### config.mk
export PLATFORM = sky130hd
export DESIGN_NAME = mux10_rr_arbiter
export DESIGN_NICKNAME = d
export VERILOG_FILES = /design/src/rtl/mux10_arb_pkg.sv /design/src/rtl/rr_pick.sv /design/src/rtl/mux10_rr_arbiter.sv
export SDC_FILE = /design/constraint.sdc
export NUM_CORES = 1
export LEC_CHECK = 0
export BUFFER_PORTS_ARGS = -buffer_cell sky130_fd_sc_hd__buf_2
export CAP_MARGIN = 20
export CELL_PAD_IN_SITES_DETAIL_PLACEMENT = 1
export CELL_PAD_IN_SITES_GLOBAL_PLACEMENT = 2
export CORE_MARGIN = 8
export CORE_UTILIZATION = 32
export CTS_CLUSTER_SIZE = 24
export DETAILED_ROUTE_END_ITERATION = 12
export GPL_ROUTABILITY_DRIVEN = 1
export PLACE_DENSITY_LB_ADDON = 0.12
export SLEW_MARGIN = 30
export SYNTH_ARGS = -nofsm -noshare
export SYNTH_HDL_FRONTEND = slang
export SYNTH_SLANG_ARGS = --single-unit
### constraint.sdc
create_clock -name CGRA_Clock -period 7.55 [get_ports CGRA_Clock]
set_input_delay 0.755 -clock CGRA_Clock [delete_from_list [all_inputs] [get_ports CGRA_Clock]]
set_output_delay 0.755 -clock CGRA_Clock [all_outputs]
set_load 0.02 [all_outputs]
### src/rtl/mux10_arb_pkg.sv
// Shared constants, FSM state type and index helper for the 10:1 mux arbiter.
// Purely declarative; no logic of its own.
// Used by mux10_rr_arbiter and rr_pick.
package mux10_arb_pkg;

    localparam int ARB_NUM_IN    = 10;
    localparam int ARB_SEL_W     = 4;
    localparam int ARB_BURST_LEN = 4;

    typedef enum logic {
        IDLE = 1'b0,
        BUSY = 1'b1
    } arb_state_t;

    // Index following idx in a ring of n requesters.
    function automatic logic [ARB_SEL_W-1:0] next_idx(input logic [ARB_SEL_W-1:0] idx,
                                                      input int n);
        if (int'(idx) >= n - 1)
            return '0;
        else
            return idx + 1'b1;
    endfunction

endpackage

### src/rtl/rr_pick.sv
// Rotating-priority encoder: first set req bit at or above start, else lowest set bit.
// Latency: purely combinational.
// Backpressure: none; evaluated every cycle by the arbiter FSM.
module rr_pick
    import mux10_arb_pkg::*;
#(
    parameter int NUM_IN = ARB_NUM_IN,
    parameter int SEL_W  = ARB_SEL_W
) (
    input  logic [NUM_IN-1:0] req,
    input  logic [SEL_W-1:0]  start,
    output logic [SEL_W-1:0]  idx,
    output logic              found
);

    logic [NUM_IN-1:0] upper;
    logic [NUM_IN-1:0] cand;

    // Keep only requests at or above the rotating start position.
    always_comb begin
        upper = '0;
        for (int i = 0; i < NUM_IN; i++)
            upper[i] = req[i] && (SEL_W'(i) >= start);
    end

    // Lowest index of the upper half wins; wrap to the full vector if it is empty.
    always_comb begin
        cand  = (|upper) ? upper : req;
        found = |req;
        idx   = '0;
        for (int i = NUM_IN - 1; i >= 0; i--)
            if (cand[i])
                idx = SEL_W'(i);
    end

endmodule

### src/rtl/mux10_rr_arbiter.sv
// Round-robin grant/select sequencer for the 10:1 fabric mux; optional burst mode via MUX10_ARB_BURST_EN.
// Latency: in_valid to out_valid 1 cycle; back-to-back grants without bubbles.
// Backpressure: select and state freeze while out_valid is high and out_ready is low.
module mux10_rr_arbiter
    import mux10_arb_pkg::*;
#(
    parameter int NUM_IN    = ARB_NUM_IN,
    parameter int SEL_W     = ARB_SEL_W,
    parameter int BURST_LEN = ARB_BURST_LEN
) (
    input  logic              CGRA_Clock,
    input  logic              CGRA_Reset,
    input  logic [NUM_IN-1:0] in_valid,
    output logic [NUM_IN-1:0] in_ready,
    output logic [SEL_W-1:0]  select,
    output logic              out_valid,
    input  logic              out_ready,
    output logic              grant_active
);

    // Reject configurations the select bus cannot encode.
    if (NUM_IN > (1 << SEL_W) || NUM_IN < 2 || BURST_LEN < 1) begin : g_bad_param
        $error("mux10_rr_arbiter: illegal NUM_IN/SEL_W/BURST_LEN combination");
    end

    arb_state_t       state_q, state_nxt;
    logic [SEL_W-1:0] sel_q, sel_nxt;
    logic [SEL_W-1:0] last_q, last_nxt;
    logic [SEL_W-1:0] pick_start;
    logic [SEL_W-1:0] pick_idx;
    logic             pick_found;
    logic             xfer;

`ifdef MUX10_ARB_BURST_EN
    localparam int CNT_W = (BURST_LEN > 4) ? $clog2(BURST_LEN) : 2;
    logic [CNT_W-1:0] cnt_q, cnt_nxt;
`endif

    // Search starts after the last winner when idle, after the current grant when busy.
    assign pick_start = (state_q == IDLE) ? SEL_W'(next_idx(last_q, NUM_IN))
                                          : SEL_W'(next_idx(sel_q, NUM_IN));
    assign xfer       = (state_q == BUSY) && in_valid[sel_q] && out_ready;
    assign select     = sel_q;

    rr_pick #(
        .NUM_IN (NUM_IN),
        .SEL_W  (SEL_W)
    ) u_pick (
        .req   (in_valid),
        .start (pick_start),
        .idx   (pick_idx),
        .found (pick_found)
    );

    // State register: grant index, last winner, FSM state (and burst count).
    always_ff @(posedge CGRA_Clock) begin
        if (CGRA_Reset) begin
            state_q <= IDLE;
            sel_q   <= '0;
            last_q  <= SEL_W'(NUM_IN - 1);
`ifdef MUX10_ARB_BURST_EN
            cnt_q   <= '0;
`endif
        end else begin
            state_q <= state_nxt;
            sel_q   <= sel_nxt;
            last_q  <= last_nxt;
`ifdef MUX10_ARB_BURST_EN
            cnt_q   <= cnt_nxt;
`endif
        end
    end

    // Next-state: grant from idle, re-arbitrate only on a completed transfer.
    always_comb begin
        state_nxt = state_q;
        sel_nxt   = sel_q;
        last_nxt  = last_q;
`ifdef MUX10_ARB_BURST_EN
        cnt_nxt   = cnt_q;
`endif
        case (state_q)
            IDLE: begin
                if (pick_found) begin
                    state_nxt = BUSY;
                    sel_nxt   = pick_idx;
`ifdef MUX10_ARB_BURST_EN
                    cnt_nxt   = '0;
`endif
                end
            end
            BUSY: begin
                if (xfer) begin
                    last_nxt = sel_q;
`ifdef MUX10_ARB_BURST_EN
                    if (cnt_q < CNT_W'(BURST_LEN - 1)) begin
                        cnt_nxt = cnt_q + 1'b1;
                    end else if (pick_found) begin
                        sel_nxt = pick_idx;
                        cnt_nxt = '0;
                    end else begin
                        state_nxt = IDLE;
                        cnt_nxt   = '0;
                    end
`else
                    // Others are searched first; the current grant is found last on wrap.
                    if (pick_found)
                        sel_nxt = pick_idx;
                    else
                        state_nxt = IDLE;
`endif
                end
            end
            default: state_nxt = IDLE;
        endcase
    end

    // Outputs: steer the granted requester's handshake; everything quiet during reset.
    always_comb begin
        out_valid    = 1'b0;
        in_ready     = '0;
        grant_active = 1'b0;
        if (!CGRA_Reset && state_q == BUSY) begin
            grant_active    = 1'b1;
            out_valid       = in_valid[sel_q];
            in_ready[sel_q] = out_ready;
        end
    end

endmodule

Word-level counts from Yosys, hierarchy flattened
Cells that the tools add are included.

word-level totals
  bits in registers = 9
  bits of input ports = 13
  output and inout bits = 16
  logic and storage cells = 67

operators by class
  $add $sub $neg = 2
  order comparisons = 14
  equal/unequal tests = 1
  mux-type cells = 27
  bitwise logic cells = 2
  reductions and logical operators = 18

operator list
  kind                                                                     count
  4-bit 2-to-1 mux                                                         15
  10-bit 2-to-1 mux                                                        2
  10-bit OR reduction                                                      2
  3-bit by 4-bit >= comparator with 1-bit output, first input constant     4
  1-bit logical AND                                                        14
  10-bit AND                                                               1
  4-bit by 1-bit adder with 4-bit output, second input constant            2
  1-bit by 4-bit >= comparator with 1-bit output, first input constant     2
  2-bit by 4-bit >= comparator with 1-bit output, first input constant     2
  4-bit >= comparator, first input constant                                2
  4-bit >= comparator, second input constant                               2
  4-bit one-hot mux with 2 select lines                                    1
  1-bit 2-to-1 mux                                                         6
  4-bit by 5-bit < comparator with 1-bit output, second input constant     1
  1-bit binary-select mux with 4-bit select                                1
  1-bit demux with 4-bit select                                            1
  4-bit by 1-bit >= comparator with 1-bit output, second input constant    1
  2-bit by 1-bit inequality test with 1-bit output, second input constant  1
  1-bit one-hot mux with 2 select lines                                    1
  2-bit AND reduction                                                      1
  1-bit logical NOT                                                        1
  1-bit NOT                                                                1

Logic depth before layout (Yosys ltp)
  depth after elaboration = 20
  depth in mapped cells = 12
  depth with buffers taken out = 10

Modules after synthesis
From an unflattened synthesis, not the netlist that was laid out.

second synthesis, totals
  cell total of the unflattened synthesis = 173
  area total of the unflattened synthesis = 1347.5 µm²

by module, submodules not included
  module            times used  cells each  area each (µm²)  sequential area each (µm²)
  mux10_rr_arbiter  1           99          859.6            180.2
  rr_pick           1           74          488.0            0.0

Worst setup path after synthesis
Ideal clock, no wire load.

  kind = register to register
  start point = reg sel_q[0], in the netlist select[0]
  end point = reg sel_q[3], in the netlist select[3]
  library setup time = 0.087 ns
  arrival time = 2.932 ns
  data required time = 7.463 ns
  setup slack = 4.531 ns
  stages on the path, launching flop included = 12
  buffers on the path = 1
  clock period less this slack = 3.019 ns
  cell sequence = dfxtp_1 clkbuf_1 inv_1 ha_1 nand2b_1 o21ai_0 a32oi_1 o21ai_0 a21oi_1 o31ai_1 a311o_1 o31ai_1

on the way
  cells in the longest elaborated chain, start to end = 20
  elaborated cells on any way between the ends = 44
  those cells by class = 1 x add/sub; 11 x order compare; 1 x eq/ne; 18 x mux; 13 x reduce/logical

ends and longest elaborated chain
  what                                                                           RTL line                                         text
  start: declaration                                                             mux10_rr_arbiter.sv:27                           logic [SEL_W-1:0] sel_q, sel_nxt;
  start signal: assignment                                                       mux10_rr_arbiter.sv:66                           sel_q <= sel_nxt;
  4-bit by 1-bit adder with 4-bit output or 4-bit >= comparator (tied branches)  mux10_arb_pkg.sv:21, mux10_arb_pkg.sv:18
  4-bit 2-to-1 mux                                                               mux10_arb_pkg.sv:18                              if (int'(idx) >= n - 1)
  4-bit 2-to-1 mux                                                               mux10_rr_arbiter.sv:40                           assign pick_start = (state_q == IDLE) ? SEL_W'(next_idx(last_q, NUM_IN))
  1-bit by 4-bit >= comparator with 1-bit output, or another cell as far along   rr_pick.sv:23                                    upper[i] = req[i] && (SEL_W'(i) >= start);
  1-bit logical AND                                                              rr_pick.sv:23
  10-bit OR reduction                                                            rr_pick.sv:28                                    cand = (|upper) ? upper : req;
  10-bit 2-to-1 mux                                                              rr_pick.sv:28
  4-bit 2-to-1 mux (10 in a row)                                                 rr_pick.sv:32                                    if (cand[i])
  4-bit 2-to-1 mux                                                               mux10_rr_arbiter.sv:84, mux10_rr_arbiter.sv:107
  4-bit 2-to-1 mux                                                               mux10_rr_arbiter.sv:93                           if (xfer) begin
  4-bit one-hot mux with 2 select lines                                          mux10_rr_arbiter.sv:82                           case (state_q)

Several ways; a longest one is shown, not always the timed one. The select of a mux whose other input is x is not followed.
A chain may end at the register's enable or synchronous reset.

Worst setup path in the final report
Ends and elaborated chain as after synthesis.

==> impl_summary.log <==
INFO  metric gp_routability_congestion = 0.838
INFO  metric synth_largest_area_cell = dfxtp_1
INFO  metric worstHoldStart = last_q[1]
INFO  metric antenna_violations_before_repair = 0
INFO  metric timing.final.max_slew_violations = 0
INFO  metric critPathRequiredTime = 7.70 ns
INFO  metric ys_seq_elements = 9
INFO  metric power.leakage = 0.000628 uW
INFO  metric wl_met3 = 147 microns
INFO  metric syn_to_final_growth = 17.1%
INFO  metric setup-violations-final = 0
INFO  metric fp-row-count = 23
INFO  metric route.detailed.wl_per_inst = 19.4 microns
INFO  metric holdCritPathClass = flip-flop to flip-flop
INFO  metric start_util = 32.9%
INFO  metric drive_gt1_share = 23.0%
INFO  metric stage_delay_of_the_slowest_cell_on_the_critical_path = 0.66 ns
INFO  metric yosys-top-cells-area = dfxtp_1 (14%), nor2_1 (8.0%), ha_1 (6.7%)
INFO  metric wirelength = 5.02 mm
INFO  metric peakVddDrop = 0.0811 mV
INFO  metric drt-met1-wl = 2.15 mm
INFO  metric timing.rr.start = select[0]
INFO  metric die_width = 79.9 microns
INFO  metric antenna_cells = 0
INFO  metric post-cts-setup-buffers = 0
INFO  metric routed-via-count = 1500
INFO  metric setup.worst_path.start_class = flip-flop
INFO  metric total_number_of_nets_in_the_final_design = 230
INFO  metric synth_area_per_cell = 7.18 sq um
INFO  metric wire_length_of_the_first_global_routing_pass = 8.03 mm
INFO  metric yosys.cell_count.top_type = nor2_1
INFO  metric synth_enable_flop_cells = 0
INFO  metric path_class = flip-flop to flip-flop
INFO  metric gr-total-overflow = 0
INFO  metric critical_path.top_delay_family = compound AO/OA/AOI/OAI gates
INFO  metric clkLatencyLatePin = 0.24 ns
INFO  metric critical-path-slowest-cell = a32oi_1
INFO  metric dp.final_hpwl = 4.03 mm
INFO  metric netlist-cell-type-count = 57
INFO  metric drc_errors_left = 0
INFO  metric cts_inserted_buffers = 3
INFO  metric status = completed
INFO  metric boundary_pins = 29
INFO  metric final.setup_skew = 0.0151 ns
INFO  metric dieArea = 6380 sq um
INFO  metric vias_per_cell = 5.79
INFO  metric power.density_cell_area = 156 nW/um^2
INFO  metric clock_tree.htree_level_count = 1
INFO  metric finalSetupTns = 0 ns
INFO  metric slew_headroom = 46.1%
INFO  metric route.antenna.remaining_nets = 0
INFO  metric clock_tree.buffer_depth = 2
INFO  metric synth_sequential_area_ratio = 13.8%
INFO  metric synth_warnings = 0
INFO  metric postSynth.topFlopCell = dfxtp_1
INFO  metric cts_root_buf = clkbuf_8
INFO  metric grt_start_max_net_pins = 15
INFO  metric ys_top_cells_by_count = nor2_1 (28), nand2_1 (14), inv_1 (13)
INFO  metric numPortBuffers = 28
INFO  metric worst_pin_slew = 0.808 ns
INFO  metric netlist.area_leader.share = 13.8%
INFO  metric path_cells = inv_1 -> ha_1 -> nand2b_1 -> o21ai_0 -> a32oi_1 -> o21ai_0 -> a21oi_1 -> o31ai_1 -> a311o_1 -> o31ai_1
INFO  metric worst_hold_margin = 0.576 ns
INFO  metric grt_pass1_vias = 1494
INFO  metric syn-cell-area = 1310 sq um
INFO  metric synth-async-reset-ratio = 0%
INFO  metric report.final.hold_viol_count = 0
INFO  metric fin_crit = 3.66 ns
INFO  metric postSynthNetCount = 202
INFO  metric critical_path.max_fanout = 9
INFO  metric layout_worst_path_cycle_share = 48.4%
INFO  metric tritoncts = yes
INFO  metric netlist_instances = 182
INFO  metric timing.critical_path.buf_inv = 1
INFO  metric dp.cells = 255
INFO  metric grt_setup_unrepaired = no
INFO  metric drt-pass1-iter-count = 4
INFO  metric timing.critical_path.from = select[0]
INFO  metric critical_path.endpoint_type = flip-flop
INFO  metric critical_path_arrival = 3.81 ns
INFO  metric timing.max_cap.violations = 0
INFO  metric globalRouteTotalUtil = 16.0%
INFO  metric fmax = 274 MHz
INFO  metric cts_hold_repair.buffers = 0
INFO  metric vert_die_dim = 79.9 microns
INFO  metric cts.reportedPaths.clkPinSlew = 0.06 ns
INFO  metric dr_wl_met2 = 2.68 mm
INFO  metric layoutNonFillerInstCount = 259
INFO  metric clock-sinks = 9
INFO  metric routed.top_layer = met4
INFO  metric fp.coreArea = 3970 sq um
INFO  metric cts_repair_resize_count = 0
INFO  metric initialDrtViolationCount = 50
[per-stage QoR]
step,utilization (%),setup slack [ns],power (uW),cell area (sq um)
after floorplan,-,4.53,145,1310
after global routing,38.5,3.58,255,1530
after CTS,38.5,3.93,240,1530
final,38.5,3.89,238,1530
after global placement,37.4,4.03,177,1480
after detailed placement,37.4,3.95,179,1480
[worst paths after layout]
path	endpoint	slack, ns	cells past startpoint
max	select[3]	3.89	10
min	last_q[1]	0.58	2
max reg2reg	select[3]	3.89	10
min reg2reg	last_q[1]	0.58	2
[routing by layer]
metal / vias to the layer above / GRT usage [%]
li1: 734 / -
met3: 4 / 1.80
met2: 29 / 29.6
met5: - / 0
met1: 733 / 18.8
met4: 0 / 3.82
[state kept, by name (all words and copies together) (netlist names)]
register	count
last_q	4
select	4
state_q	1
[power breakdown]
part	leakage [uW]	switching, uW	internal, uW
clock network	0.0000228	22.9	37.0
logic	0.000531	69.0	45.3
registers	0.0000738	12.0	51.9
[logic make-up after synthesis]
family | synth area share, %
compound gates | 35.7
buf+inv | 6.23
simple gates | 31.6
flops | 13.8
mux | 5.94
fa+ha+maj | 6.70
[worst register-to-register path: cells and delay by family (launching register included)]
kind | cells | cell delay, ns
AOI/OAI and AO/OA | 7 | 2.35
DFF | 1 | 0.60
adders and majority gates | 1 | 0.29
and+or+nand+nor | 1 | 0.12
buffers and inverters | 1 | 0.21
[cell usage in the layout, fill, tap and decap left out, types with 3 or more instances in the layout]
master,netlist,routed
nor2_1,28,28
buf_2,2,28
nand2_1,14,14
inv_1,13,13
o21ai_0,10,10
a21oi_1,10,10
nand2b_1,9,9
dfxtp_1,9,9
ha_1,7,7
nand3_1,5,5
o31ai_1,5,5
a31oi_1,4,4
a211o_1,3,3
o221ai_1,3,3
o31a_1,3,3
clkbuf_8,0,3
[cell type report]
type / count / area [sq um]
fill: 532 / 2440
multi-input combinational: 154 / 1040
sequential: 9 / 180
timing repair buffer: 29 / 148
tap: 50 / 62.6
inverter: 13 / 48.8
clock buffer: 4 / 45.0
(Power assumes the default switching activity.)
